$ cat config.mk
export PLATFORM = sky130hd
export DESIGN_NAME = bridge_passage_scheduler_flat
export DESIGN_NICKNAME = d
export VERILOG_FILES = /design/src/rtl/drawbridge_pkg.sv /design/src/rtl/bridge_passage_scheduler_if.sv /design/src/rtl/bridge_timer.sv /design/src/rtl/bridge_passage_scheduler.sv /design/src/flat_wrapper.sv
export SDC_FILE = /design/constraint.sdc
export NUM_CORES = 1
export LEC_CHECK = 0
export ABC_CLOCK_PERIOD_IN_PS = 2900
export BUFFER_PORTS_ARGS = -buffer_cell sky130_fd_sc_hd__buf_4
export CORE_MARGIN = 10
export CORE_UTILIZATION = 58
export CTS_CLUSTER_SIZE = 14
export DETAILED_ROUTE_END_ITERATION = 12
export PLACE_DENSITY = 0.79
export SYNTH_ARGS = -nofsm -noshare
export SYNTH_HDL_FRONTEND = slang
export SYNTH_SLANG_ARGS = --single-unit
$ cat constraint.sdc
create_clock -name Clk -period 2.9 [get_ports Clk]
set_clock_uncertainty 0.05 [all_clocks]
set_input_delay 0.145 -clock Clk [delete_from_list [all_inputs] [get_ports Clk]]
set_output_delay 0.145 -clock Clk [all_outputs]
set_load 0.005 [all_outputs]
$ cat src/rtl/drawbridge_pkg.sv
// drawbridge_pkg: state encoding, side constants and default timing for the drawbridge scheduler
package drawbridge_pkg;
  typedef enum logic [2:0] {
    INIT      = 3'd0,
    ROAD_OPEN = 3'd1,
    ROAD_STOP = 3'd2,
    RAISING   = 3'd3,
    BOAT_PASS = 3'd4,
    LOWERING  = 3'd5,
    FAULT     = 3'd6
  } state_t;
  localparam logic SIDE_A = 1'b0;
  localparam logic SIDE_B = 1'b1;
  localparam int MIN_ROAD_DEF = 100;
  localparam int CLEAR_DEF    = 20;
  localparam int BOAT_WIN_DEF = 200;
  localparam int MOVE_TMO_DEF = 500;
  localparam int TW_DEF       = 10;
endpackage

$ cat src/rtl/bridge_passage_scheduler_if.sv
// bridge_passage_scheduler_if: boat requests, deck sensors and bridge/traffic commands
interface bridge_passage_scheduler_if;
  logic       BoatReqA;
  logic       BoatReqB;
  logic       BoatPassed;
  logic       CarsOnBridge;
  logic       BridgeHigh;
  logic       BridgeLow;
  logic       RoadStop;
  logic       LiftCmd;
  logic       LowerCmd;
  logic       BoatGoA;
  logic       BoatGoB;
  logic       Alarm;
  logic [2:0] StateDbg;
  modport master (
    output BoatReqA, BoatReqB, BoatPassed, CarsOnBridge, BridgeHigh, BridgeLow,
    input  RoadStop, LiftCmd, LowerCmd, BoatGoA, BoatGoB, Alarm, StateDbg
  );
  modport slave (
    input  BoatReqA, BoatReqB, BoatPassed, CarsOnBridge, BridgeHigh, BridgeLow,
    output RoadStop, LiftCmd, LowerCmd, BoatGoA, BoatGoB, Alarm, StateDbg
  );
endinterface

$ cat src/rtl/bridge_timer.sv
// bridge_timer: saturating up-counter cleared synchronously on every state change
module bridge_timer #(
  parameter int TW = 10
) (
  input  logic          clk,
  input  logic          rst,
  input  logic          clr,
  output logic [TW-1:0] cnt
);
  logic [TW-1:0] cnt_q, cnt_d;
  always_comb cnt_d = clr ? '0 : (&cnt_q ? cnt_q : cnt_q + 1'b1);
  always_ff @(posedge clk or posedge rst)
    if (rst) cnt_q <= '0;
    else cnt_q <= cnt_d;
  assign cnt = cnt_q;
endmodule

$ cat src/rtl/bridge_passage_scheduler.sv
// bridge_passage_scheduler: sequences road closure, deck lift, round-robin boat grants and lowering
module bridge_passage_scheduler
  import drawbridge_pkg::*;
#(
  parameter int MIN_ROAD = MIN_ROAD_DEF,
  parameter int CLEAR    = CLEAR_DEF,
  parameter int BOAT_WIN = BOAT_WIN_DEF,
  parameter int MOVE_TMO = MOVE_TMO_DEF,
  parameter int TW       = TW_DEF
) (
  input logic                        Clk,
  input logic                        Reset,
  bridge_passage_scheduler_if.slave  bus
);
  localparam logic [TW-1:0] MR = TW'(MIN_ROAD - 1);
  localparam logic [TW-1:0] CL = TW'(CLEAR - 1);
  localparam logic [TW-1:0] BW = TW'(BOAT_WIN - 1);
  localparam logic [TW-1:0] MT = TW'(MOVE_TMO - 1);
  state_t        state_q, state_d;
  logic [1:0]    pend_q, pend_d;
  logic          grant_q, grant_d, last_q, last_d, dead_q, dead_d;
  logic          road_stop_q, road_stop_d, lift_q, lift_d, lower_q, lower_d;
  logic          go_a_q, go_a_d, go_b_q, go_b_d, alarm_q, alarm_d;
  logic          regrant, fault, pick, other_pend, clr;
  logic [TW-1:0] timer;
  bridge_timer #(.TW(TW)) u_timer (.clk(Clk), .rst(Reset), .clr(clr), .cnt(timer));
  always_comb begin
    state_d    = state_q;
    grant_d    = grant_q;
    last_d     = last_q;
    regrant    = 1'b0;
    other_pend = grant_q ? pend_q[0] : pend_q[1];
    pick       = (pend_q[1] && (!pend_q[0] || last_q == SIDE_A)) ? SIDE_B : SIDE_A;
    fault      = state_q != INIT && ((bus.BridgeHigh && bus.BridgeLow) ||
                 (bus.CarsOnBridge && state_q inside {RAISING, BOAT_PASS, LOWERING}) ||
                 (state_q == ROAD_OPEN && !bus.BridgeLow));
    case (state_q)
      INIT:      state_d = (bus.BridgeLow && !bus.BridgeHigh) ? ROAD_OPEN : LOWERING;
      ROAD_OPEN: if (|pend_q && timer >= MR) state_d = ROAD_STOP;
      ROAD_STOP: if (timer >= CL && !bus.CarsOnBridge) state_d = RAISING;
      RAISING:
        if (bus.BridgeHigh) begin
          state_d = BOAT_PASS;
          grant_d = pick;
          last_d  = pick;
        end else if (timer == MT) state_d = FAULT;
      BOAT_PASS:
        // a dead cycle separating two grants ignores BoatPassed
        if (!dead_q && (bus.BoatPassed || timer == BW)) begin
          if (other_pend) begin
            regrant = 1'b1;
            grant_d = !grant_q;
            last_d  = !grant_q;
          end else state_d = LOWERING;
        end
      LOWERING:
        if (bus.BridgeLow) state_d = ROAD_OPEN;
        else if (timer == MT) state_d = FAULT;
      default:   state_d = FAULT;
    endcase
    if (fault) begin
      state_d = FAULT;
      regrant = 1'b0;
    end
    clr         = regrant || state_d != state_q;
    dead_d      = regrant;
    road_stop_d = state_d != ROAD_OPEN;
    lift_d      = state_d == RAISING;
    lower_d     = state_d == LOWERING;
    go_a_d      = state_d == BOAT_PASS && !regrant && grant_d == SIDE_A;
    go_b_d      = state_d == BOAT_PASS && !regrant && grant_d == SIDE_B;
    alarm_d     = state_d == FAULT;
    pend_d[0]   = bus.BoatReqA || (pend_q[0] && !(bus.BoatPassed && go_a_q));
    pend_d[1]   = bus.BoatReqB || (pend_q[1] && !(bus.BoatPassed && go_b_q));
  end
  always_ff @(posedge Clk or posedge Reset)
    if (Reset) begin
      state_q     <= INIT;
      pend_q      <= 2'b00;
      grant_q     <= SIDE_B;
      last_q      <= SIDE_B;
      dead_q      <= 1'b0;
      road_stop_q <= 1'b1;
      lift_q      <= 1'b0;
      lower_q     <= 1'b0;
      go_a_q      <= 1'b0;
      go_b_q      <= 1'b0;
      alarm_q     <= 1'b0;
    end else begin
      state_q     <= state_d;
      pend_q      <= pend_d;
      grant_q     <= grant_d;
      last_q      <= last_d;
      dead_q      <= dead_d;
      road_stop_q <= road_stop_d;
      lift_q      <= lift_d;
      lower_q     <= lower_d;
      go_a_q      <= go_a_d;
      go_b_q      <= go_b_d;
      alarm_q     <= alarm_d;
    end
  assign bus.RoadStop = road_stop_q;
  assign bus.LiftCmd  = lift_q;
  assign bus.LowerCmd = lower_q;
  assign bus.BoatGoA  = go_a_q;
  assign bus.BoatGoB  = go_b_q;
  assign bus.Alarm    = alarm_q;
  assign bus.StateDbg = state_q;
endmodule

$ cat src/flat_wrapper.sv
// flat-port wrapper written by rule: the top's interface ports become plain ports
module bridge_passage_scheduler_flat import drawbridge_pkg::*;
#(
  parameter int MIN_ROAD = MIN_ROAD_DEF,
  parameter int CLEAR    = CLEAR_DEF,
  parameter int BOAT_WIN = BOAT_WIN_DEF,
  parameter int MOVE_TMO = MOVE_TMO_DEF,
  parameter int TW       = TW_DEF
)
  (Clk, Reset, bus_BoatReqA, bus_BoatReqB, bus_BoatPassed, bus_CarsOnBridge, bus_BridgeHigh, bus_BridgeLow, bus_RoadStop, bus_LiftCmd, bus_LowerCmd, bus_BoatGoA, bus_BoatGoB, bus_Alarm, bus_StateDbg);
  bridge_passage_scheduler_if bus_i ();
  input logic Clk;
  input logic Reset;
  input wire logic [$bits(bus_i.BoatReqA)-1:0] bus_BoatReqA;
  input wire logic [$bits(bus_i.BoatReqB)-1:0] bus_BoatReqB;
  input wire logic [$bits(bus_i.BoatPassed)-1:0] bus_BoatPassed;
  input wire logic [$bits(bus_i.CarsOnBridge)-1:0] bus_CarsOnBridge;
  input wire logic [$bits(bus_i.BridgeHigh)-1:0] bus_BridgeHigh;
  input wire logic [$bits(bus_i.BridgeLow)-1:0] bus_BridgeLow;
  output wire logic [$bits(bus_i.RoadStop)-1:0] bus_RoadStop;
  output wire logic [$bits(bus_i.LiftCmd)-1:0] bus_LiftCmd;
  output wire logic [$bits(bus_i.LowerCmd)-1:0] bus_LowerCmd;
  output wire logic [$bits(bus_i.BoatGoA)-1:0] bus_BoatGoA;
  output wire logic [$bits(bus_i.BoatGoB)-1:0] bus_BoatGoB;
  output wire logic [$bits(bus_i.Alarm)-1:0] bus_Alarm;
  output wire logic [$bits(bus_i.StateDbg)-1:0] bus_StateDbg;
  assign bus_i.BoatReqA = bus_BoatReqA;
  assign bus_i.BoatReqB = bus_BoatReqB;
  assign bus_i.BoatPassed = bus_BoatPassed;
  assign bus_i.CarsOnBridge = bus_CarsOnBridge;
  assign bus_i.BridgeHigh = bus_BridgeHigh;
  assign bus_i.BridgeLow = bus_BridgeLow;
  assign bus_RoadStop = bus_i.RoadStop;
  assign bus_LiftCmd = bus_i.LiftCmd;
  assign bus_LowerCmd = bus_i.LowerCmd;
  assign bus_BoatGoA = bus_i.BoatGoA;
  assign bus_BoatGoB = bus_i.BoatGoB;
  assign bus_Alarm = bus_i.Alarm;
  assign bus_StateDbg = bus_i.StateDbg;
  bridge_passage_scheduler #(.MIN_ROAD(MIN_ROAD), .CLEAR(CLEAR), .BOAT_WIN(BOAT_WIN), .MOVE_TMO(MOVE_TMO), .TW(TW)) u_core (.Clk(Clk), .Reset(Reset), .bus(bus_i));
endmodule
==> impl_summary.md <==
Run status
The run finished with clean final reports.

Min path
The path class of the tightest hold or removal check is in2reg. The origin of the worst min-delay path is bus_BoatPassed. Counting instances, the worst hold path has a depth of 3. The endpoint of the worst hold path is u_core.pend_q[0].

Logic synthesis
The portion of synthesized cell area occupied by the leading cell type is 0.335. The count of state elements after synthesis is 24. The post-synthesis cell type count is 53. Yosys printed 0 warnings. The largest total area in the synthesized netlist belongs to sky130_fd_sc_hd__dfrtp_1. Synthesis produced a netlist with a net count of between 150 and 200.

After technology mapping, the gate count stands at 166. The synthesized design contains 0 enable-type register cells. The proportion of register bits with asynchronous set or reset after synthesis is 1.00.

After synthesis the cells add up to 0.00157 mm^2. The most used flip-flop cell after synthesis is sky130_fd_sc_hd__dfrtp_1. The mean instance size in the synthesized netlist is around 9.5 um^2. For this run, the register share of the synthesized area comes to 0.385. After synthesis, the cell types taking the most area are sky130_fd_sc_hd__dfrtp_1 33%, sky130_fd_sc_hd__dfstp_2 5.0%, sky130_fd_sc_hd__nor3_1 4.5%, sky130_fd_sc_hd__nand2_1 3.8%, sky130_fd_sc_hd__clkbuf_8 3.5%.

Setup path
The cell count of the worst reg-to-reg path is 7. The slowest stage of the critical path belongs to the cell sky130_fd_sc_hd__dfrtp_1. In this run the worst path has a maximum fanout of 10. The worst register-to-register path begins at u_core.u_timer.cnt[0].

The capture instance of the worst register-to-register path is u_core.u_timer.cnt[2]. At the worst endpoint, the required time is 3070 ps. By startpoint and endpoint, the worst setup path is classified as reg2reg. Data on the critical path arrives at its endpoint at 2810 ps. The kind of cell with the highest combined delay on the critical path is compound AO/OA/AOI/OAI gates.

On the worst path, the slowest cell contributes a delay of 420 ps. The worst setup path is captured at a register. The sort of element at the start of the critical path is a register. For flop-to-flop paths, the worst setup slack is between 200 and 300 ps. Together, buffers and inverters on the worst path number 0. Traced cell by cell, the critical path runs through ha_1 > or3b_1 > o31ai_1 > o211ai_1 > o31ai_4 > xnor2_2 > nor4_1.

Place
Once detailed placement completed, the half-perimeter wirelength came to between 2 and 3 mm. The number of input and output port buffers inserted is 16. The congestion estimate from routability-driven global placement came to 0.882.

STA
The final number of max-transition violations came to 0. In this run the tightest slew margin relative to its limit is 0.403. Setup repair after global routing left no endpoint under its margin. The slew at the pin closest to its max-slew limit is 894 ps. Dividing the final minimum period by the clock period gives 0.909. The achievable frequency is 0.379 GHz. Setup violations remaining at the end of the flow were counted as 0. The hold violation count in the final report is 0. The aggregate negative setup slack is 0 ps. The worst path in the final design needs a cycle of 2640 ps, including I/O delays and setup.

Finish
The utilization of the core after routing is 0.670. 0 antenna diodes ended up in the layout. The area growth from synthesis to final layout is 7.65%.

The count of nets after finishing is roughly 190. The ratio of cells with drive above 1 in the final layout is 0.215.

Pwr
The completed layout was analyzed and its total power is 0.608 mW. The worst ir drop on vdd is between 200 and 300 uV. The areal power density over the cells is roughly 360 mW/mm^2. The leakage power total is 0.707 nW.

Clocking
The clock insertion delay at the later pin of the skew report is 320 ps. Counting along the longest clock path gives a buffer depth of 2. The number of buffers created by CTS is 3.

The quantity of gates resized following cts is 0. The post-CTS clock slew at the launch and capture registers of the worst setup and hold paths is 140 ps. The number of clock sinks is 24.

The level count of the clock H-tree is 1. The clock tree root driver cell is sky130_fd_sc_hd__clkbuf_4. TritonCTS built the clock tree.

Route
The via density per instance is roughly 6.4. The number of DRC violations after detailed routing is 0. The initial detailed-routing violation count is 130. For this block, the routed nets add up to 3.55 mm of wire.

The number of detailed-routing iterations run before antenna repair is 4. The final routed wire length divided by cell count is 16.8 um. The detailed-route via count is 1340. Once detail routing completed, the nets flagged for antenna violations numbered 0.

Global route
Across every metal layer, demand over resource in global routing totals 0.135. The number of global-route vias before repair is 1318. The wire length of the first global-routing pass is 5.89 mm.

The maximum number of pins on one net before global-route repair is 25. The initial antenna violation count is 0. The remaining global-route overflow is 0.

Die
The die is just over 70 um tall. The die outline area is 0.00519 mm^2. The placeable core area is 0.00252 mm^2.

The number of rows created at floorplan is 18. The die is 72.0 um wide. 17 I/O pins were placed.

The initial utilization of the core area, before any placement, comes to 0.623.

Flow run
The count of maximum capacitance violations is 0.
per-stage QoR:
stage / std cells / area (um^2) / hold slack, ps / setup slack (ps)
finish: 211 / 1690 / 64.7 / 263
global route: 211 / 1690 / 79.1 / 91.9
floorplan: 166 / 1570 / 107 / 683
detailed placement: 204 / 1610 / 280 / 340
CTS: 211 / 1690 / 66.5 / 307
global placement: 204 / 1610 / 274 / 528
layout by cell type (no fill, tap or decap), drive strengths merged, types with 4 or more instances in the layout:
| master | instances |
|---|---|
| a21oi | 7 |
| and3 | 4 |
| buf | 16 |
| dfrtp | 21 |
| inv | 7 |
| nand2 | 16 |
| nand3 | 8 |
| nand3b | 5 |
| nand4 | 4 |
| nor2 | 9 |
| nor2b | 5 |
| nor3 | 15 |
| nor4 | 5 |
| o21ai | 7 |
flip-flops by register name, indices dropped and copies added (netlist names):
signal,count
u_core.bus.Alarm,1
u_core.bus.BoatGoA,1
u_core.bus.BoatGoB,1
u_core.bus.LiftCmd,1
u_core.bus.LowerCmd,1
u_core.bus.RoadStop,1
u_core.bus.StateDbg,3
u_core.dead_q,1
u_core.grant_q,1
u_core.last_q,1
u_core.pend_q,2
u_core.u_timer.cnt,10
synthesized netlist by cell type (all sizes together) (2+ instances only):
cell type  count
dfrtp         21
nand2         16
nor3          15
nor2           9
nand3          8
a21oi          7
inv            7
o21ai          7
clkbuf         5
nand3b         5
nor2b          5
nor4           5
and3           4
nand4          4
dfstp          3
mux2i          3
o31ai          3
xor2           3
a21o           2
a31oi          2
and2           2
and2b          2
and4           2
buf            2
mux2           2
o22ai          2
worst reg2reg max path, delay by kind of cell (launching register included):
family	cells	cell delay, ps
AO/OA/AOI/OAI	3	780
XOR/XNOR	1	220
adder cells (fa/ha/maj)	1	300
flip-flops	1	420
AND/OR/NAND/NOR	2	770
area by class of cell:
cell class                      instances  area [um^2]
Tap cell                               30         37.5
Clock buffer                            3         22.5
Multi-Input combinational cell        127          820
Timing Repair Buffer                   19          150
Clock inverter                          1         30.0
Inverter                                7         26.3
Fill cell                             208          832
Sequential cell                        24          604
timing repair:
item | in CTS | in global routing
buffers inserted | 0 | 0
endpoints found under the hold margin | 23 | 0
hold buffers | 3 | 0
power by group:
group	internal [mW]	switching, mW	leakage (nW)
sequential	0.335	0.000000000000000113	0.289
combinational	0.0130	0.0156	0.390
clock	0.140	0.105	0.0279
cell families (layout without fill, tap and decap cells):
kind of cell               Yosys count  count (layout)  share of synthesized area
and+or+nand+nor                     85              85                      0.310
buffers and inverters               15              30                     0.0932
adders and majority gates            1               1                    0.00797
AOI/OAI and AO/OA                   32              32                      0.143
DFF                                 24              24                      0.385
muxes                                5               5                     0.0335
xor gates and xnor gates             4               4                     0.0271
worst max-delay path by stage:
stage | startpoint | end | slack [ps] | depth (start not counted)
after floorplan | u_core.u_timer.cnt[0] | u_core.u_timer.cnt[2] | 680 | 7
after global placement | u_core.u_timer.cnt[0] | u_core.u_timer.cnt[2] | 530 | 7
after detailed placement | u_core.u_timer.cnt[0] | u_core.u_timer.cnt[2] | 340 | 7
after CTS | u_core.u_timer.cnt[0] | u_core.u_timer.cnt[2] | 310 | 7
after global routing | u_core.u_timer.cnt[0] | u_core.u_timer.cnt[2] | 90 | 7
final | u_core.u_timer.cnt[0] | u_core.u_timer.cnt[2] | 260 | 7
routing by layer:
metal | up-vias | share of wire | global-route usage
li1 | 639 | - | -
met3 | 9 | 0.063 | 0.0340
met1 | 641 | 0.45 | 0.161
met2 | 51 | 0.47 | 0.227
met5 | - | 0 | 0
met4 | 0 | 0.016 | 0.0495
Power figures use the tool's default switching activity.
